[src/rtl/tea_enc_asmd.sv]
// Iterative TEA block encryptor: one full Feistel cycle (two half-rounds) per enabled clock.
// Latches plaintext/key on accept, runs ROUNDS cycles, pulses rdy for one cycle with the ciphertext.
module tea_enc_asmd #(
  parameter logic [31:0] DELTA  = 32'h9E3779B9,
  parameter int unsigned ROUNDS = 32
) (
  input  logic         clk,
  input  logic         rst,
  input  logic         ena,
  input  logic         start,
  input  logic [63:0]  data,
  input  logic [127:0] key,
  output logic [63:0]  cipher,
  output logic         rdy,
  output logic         busy
);

  typedef enum logic [1:0] {IDLE, ROUND, DONE} state_t;

  localparam logic [6:0] LAST_RND = 7'(ROUNDS - 1);

  state_t       state_q, state_d;
  logic [6:0]   cnt_q, cnt_d;
  logic [31:0]  sum_q, sum_d;
  logic [31:0]  v0_q, v0_d;
  logic [31:0]  v1_q, v1_d;
  logic [127:0] key_q, key_d;
  logic [63:0]  cipher_q, cipher_d;

  logic [31:0] k0, k1, k2, k3;
  logic [31:0] sum_n, v0_n, v1_n;
  logic        last_rnd;

  assign k0 = key_q[127:96];
  assign k1 = key_q[95:64];
  assign k2 = key_q[63:32];
  assign k3 = key_q[31:0];

  // Second half-round consumes the freshly updated v0 in the same cycle.
  always_comb begin
    sum_n = sum_q + DELTA;
    v0_n  = v0_q + (((v1_q << 4) + k0) ^ (v1_q + sum_n) ^ ((v1_q >> 5) + k1));
    v1_n  = v1_q + (((v0_n << 4) + k2) ^ (v0_n + sum_n) ^ ((v0_n >> 5) + k3));
  end

  assign last_rnd = (cnt_q == LAST_RND);

  // State register
  always_ff @(posedge clk or posedge rst) begin
    if (rst) state_q <= IDLE;
    else     state_q <= state_d;
  end

  // Next-state logic
  always_comb begin
    state_d = state_q;
    if (ena) begin
      case (state_q)
        IDLE:    if (start) state_d = ROUND;
        ROUND:   if (last_rnd) state_d = DONE;
        DONE:    state_d = IDLE;
        default: state_d = IDLE;
      endcase
    end
  end

  // Output logic
  always_comb begin
    busy = (state_q != IDLE);
    rdy  = (state_q == DONE);
  end

  assign cipher = cipher_q;

  // Datapath next values
  always_comb begin
    cnt_d    = cnt_q;
    sum_d    = sum_q;
    v0_d     = v0_q;
    v1_d     = v1_q;
    key_d    = key_q;
    cipher_d = cipher_q;
    if (ena) begin
      case (state_q)
        IDLE: begin
          if (start) begin
            v0_d  = data[63:32];
            v1_d  = data[31:0];
            key_d = key;
            sum_d = '0;
            cnt_d = '0;
          end
        end
        ROUND: begin
          sum_d = sum_n;
          v0_d  = v0_n;
          v1_d  = v1_n;
          cnt_d = cnt_q + 7'd1;
          if (last_rnd) cipher_d = {v0_n, v1_n};
        end
        default: ;
      endcase
    end
  end

  always_ff @(posedge clk or posedge rst) begin
    if (rst) begin
      cnt_q    <= '0;
      sum_q    <= '0;
      v0_q     <= '0;
      v1_q     <= '0;
      key_q    <= '0;
      cipher_q <= '0;
    end else begin
      cnt_q    <= cnt_d;
      sum_q    <= sum_d;
      v0_q     <= v0_d;
      v1_q     <= v1_d;
      key_q    <= key_d;
      cipher_q <= cipher_d;
    end
  end

endmodule
[config.mk]
export PLATFORM = sky130hd
export DESIGN_NAME = tea_enc_asmd
export DESIGN_NICKNAME = d
export VERILOG_FILES = /design/src/rtl/tea_enc_asmd.sv
export SDC_FILE = /design/constraint.sdc
export NUM_CORES = 1
export LEC_CHECK = 0
export ABC_AREA = 1
export CAP_MARGIN = 20
export CORE_UTILIZATION = 55
export CTS_BUF_LIST = sky130_fd_sc_hd__clkbuf_4 sky130_fd_sc_hd__clkbuf_8
export DETAILED_ROUTE_END_ITERATION = 10
export DONT_BUFFER_PORTS = 1
export HOLD_SLACK_MARGIN = 0.12
export PLACE_DENSITY = 0.7
export SLEW_MARGIN = 20
export SYNTH_ARGS = -nofsm -noshare
export SYNTH_HDL_FRONTEND = slang
export SYNTH_SLANG_ARGS = --single-unit
[constraint.sdc]
create_clock -name clk -period 11 [get_ports clk]
set_input_delay 1.65 -clock clk [delete_from_list [all_inputs] [get_ports clk]]
set_output_delay 1.65 -clock clk [all_outputs]
set_load 0.1 [all_outputs]
==> impl_metrics.ini <==
[run]
max_cap_violations = 0

[timing]
tightest_slew_ns = 1.08
hold_violations = 0
post-route-period-util_pct = 93.9
slew_headroom_pct = 28.2
setup_violations = 0
rsz0062_at_grt = false
hold_ws_ns = 0.484
setup_total_negative_slack_ns = 0
maxSlewViolCount = 0
fmaxAchievable_ghz = 0.0968
min_period_ns = 10.33
finClkSkew_ns = 0.0262

[detailed_routing]
via_per_inst = 5.83
drc = 0
vias = 23700
ant_nets = 0
wirelength_mm = 84.0
wl_per_cell_um = 20.6
first_pass_iters = 5
initialDrtViolationCount = 2011

[setup_path]
slowest_stage = dfrtp_1
cp.required_ns = 11.54
cp_data_arrival_time_ns = 10.87
worstSetupPathType = flip-flop to flip-flop
worst_setup_path_start_kind = flip-flop
critical_path_buf_inv_count = 5
crit_family = simple AND/OR/NAND/NOR gates
crit_path_max_incr_delay_ns = 0.40
end_kind = flip-flop
cp_common_cell = nand2_1
cp_max_fo = 5

[placed_design]
port_buffers = 0
place_congestion = 0.981
post-dp-hpwl_mm = 66.5

[floorplanning]
num_rows = 77
initial_core_util_pct = 56.2
fp.coreArea_um2 = 44500
die_x_um = 215
pin_count = 262
die_area_um2 = 46300
die_y_um = 215

[yosys]
ys.warnings.count = 0
async_flop_share_pct = 100
synth.area.top_cells = dfrtp_1 (30%), nand2_1 (17%), ha_1 (12%)
synthCells = 3433
synth_cell_types = 59
synth_seq_cells = 297
syn_area_um2 = 25000
synth_edf_count = 0
synth.top_cell.area_share_pct = 29.7
synthesis.nets = 3886
ys_seq_area_share_pct = 29.7
syn-mean-instance-area_um2 = 7.29
synth_area_leader_cell = dfrtp_1
ys.flop_type = dfrtp_1

[cts]
cts-buffers-inserted = 54
hold_buffers = 0
clock_latency_ns = 0.67
root_buffer = clkbuf_8
cts_setup_buffers = 0
clock_sinks = 297
cts_tree = built
ctsLongestPathBuffers = 3
cts.clk_slew.worst_paths_ns = 0.06
htree_num_levels = 2

[grt]
antenna_found_initial = 4
grt_max_degree = 95
grt_pass1_wl_mm = 128
first_global_vias = 23000
grt_util_all_layers_pct = 35.8
gr-total-overflow = 0

[layout]
layout-drive-gt1-share_pct = 6.44
nets = 3890
final_util_pct = 60.6
syn2layout_area_growth_pct = 7.76

[run_status]
status = finished clean

[hold_path]
hold_class = flip-flop to flip-flop
-- sequential cells by signal (all words and copies together) (netlist names) --
signal   flops
key_q      128
cipher      64
sum_q       32
v0_q        32
v1_q        32
cnt_q        7
state_q      2
-- timing repair --
item / 4_1_cts / 5_1_grt
endpoints found under the hold margin: 0 / 0
setup endpoints to repair: 0 / 2
resized for setup: 0 / 1
-- Yosys cell counts, types with 6 or more instances --
cell type,count
or2_2,8
dfrtp_1,297
inv_1,279
ha_1,249
a31oi_1,35
fa_1,8
nand4_1,19
o21ai_2,8
o22ai_1,14
nor2_1,183
clkbuf_1,72
o21a_1,9
o21ai_0,201
inv_2,16
nand3_1,85
nor4_1,13
a21o_1,14
nor2_2,6
a21oi_2,8
xor2_1,210
a21oi_1,263
nand2_2,22
nand2_1,1107
nand3_2,14
nand3b_1,6
a22o_1,6
nor3_1,23
xnor2_1,143
o21bai_1,9
o21ai_1,25
o211ai_1,27
-- through the flow --
stage	cells	worst slack, ns	cell area, µm²
after floorplan	3433	1.15	25000
after global placement	3973	0.897	25700
after detailed placement	3973	0.755	25700
after CTS	4069	0.719	26900
after global routing	4069	0.0482	27000
final	4073	0.666	27000
-- layout make-up --
cell class | count | area [µm²]
fill | 4052 | 17500
multi-input combinational | 2762 | 16200
sequential | 297 | 7430
inverter | 298 | 1130
clock buffer | 80 | 1030
tap | 592 | 741
clock inverter | 16 | 228
timing repair buffer | 24 | 180
antenna | 4 | 10.0
-- placed cells by master, fill, tap and decap left out, types with 6 or more instances in the layout --
cell type | synthesis | routed
a21oi_2 | 8 | 8
xor2_1 | 210 | 209
nor3_1 | 23 | 23
o21bai_1 | 9 | 9
nand3b_1 | 6 | 6
nand3_2 | 14 | 14
inv_1 | 279 | 278
a21oi_1 | 263 | 263
xnor2_1 | 143 | 143
o21ai_2 | 8 | 7
a21o_1 | 14 | 14
nand2_1 | 1107 | 1106
nor2_2 | 6 | 7
a31oi_1 | 35 | 35
clkbuf_8 | 0 | 69
nor2_1 | 183 | 181
or2_2 | 8 | 8
nand2_2 | 22 | 22
buf_4 | 1 | 24
o21ai_1 | 25 | 25
o22ai_1 | 14 | 14
nor4_1 | 13 | 13
ha_1 | 249 | 249
nand3_1 | 85 | 85
inv_2 | 16 | 16
a22o_1 | 6 | 6
fa_1 | 8 | 8
o21ai_0 | 201 | 201
o211ai_1 | 27 | 27
o21a_1 | 9 | 9
dfrtp_1 | 297 | 296
clkinvlp_4 | 0 | 6
clkbuf_4 | 0 | 11
nand4_1 | 19 | 19
-- worst paths after layout --
check,from,to,slack (ns),cells past startpoint
max reg2reg,sum_q[0]$_DFFE_PP0P_,v1_q[31]$_DFFE_PP0P_,0.67,58
max in group asynchronous,rst,key_q[123]$_DFFE_PP0P_,7.78,3
max,sum_q[0]$_DFFE_PP0P_,v1_q[31]$_DFFE_PP0P_,0.67,58
min in group asynchronous,rst,key_q[32]$_DFFE_PP0P_,0.92,1
min,key_q[123]$_DFFE_PP0P_,key_q[123]$_DFFE_PP0P_,0.48,2
min reg2reg,key_q[123]$_DFFE_PP0P_,key_q[123]$_DFFE_PP0P_,0.48,2
-- worst min-delay path, delay by kind of cell, from the launching register on --
kind             cells  cell delay [ns]
DFF                  1             0.34
and+or+nand+nor      2             0.11
-- cell families after synthesis --
group / synth area share (%)
flops: 29.7
mux: 0.0450
buf+inv: 5.64
fa+ha+maj: 13.1
xor+xnor: 12.5
simple gates: 24.3
compound gates: 14.7
-- routing by layer --
metal  track usage [%]  routed length, µm  vias to the layer above
li1                  -                  -                    11300
met1              50.3              37400                    11300
met2              56.6              37300                     1012
met3              5.56               6750                      139
met4              11.3               2490                        0
met5                 0                  0                        -
Power is not shown: default switching activity piles up to over one toggle a cycle in this logic, so the estimate is an artifact.
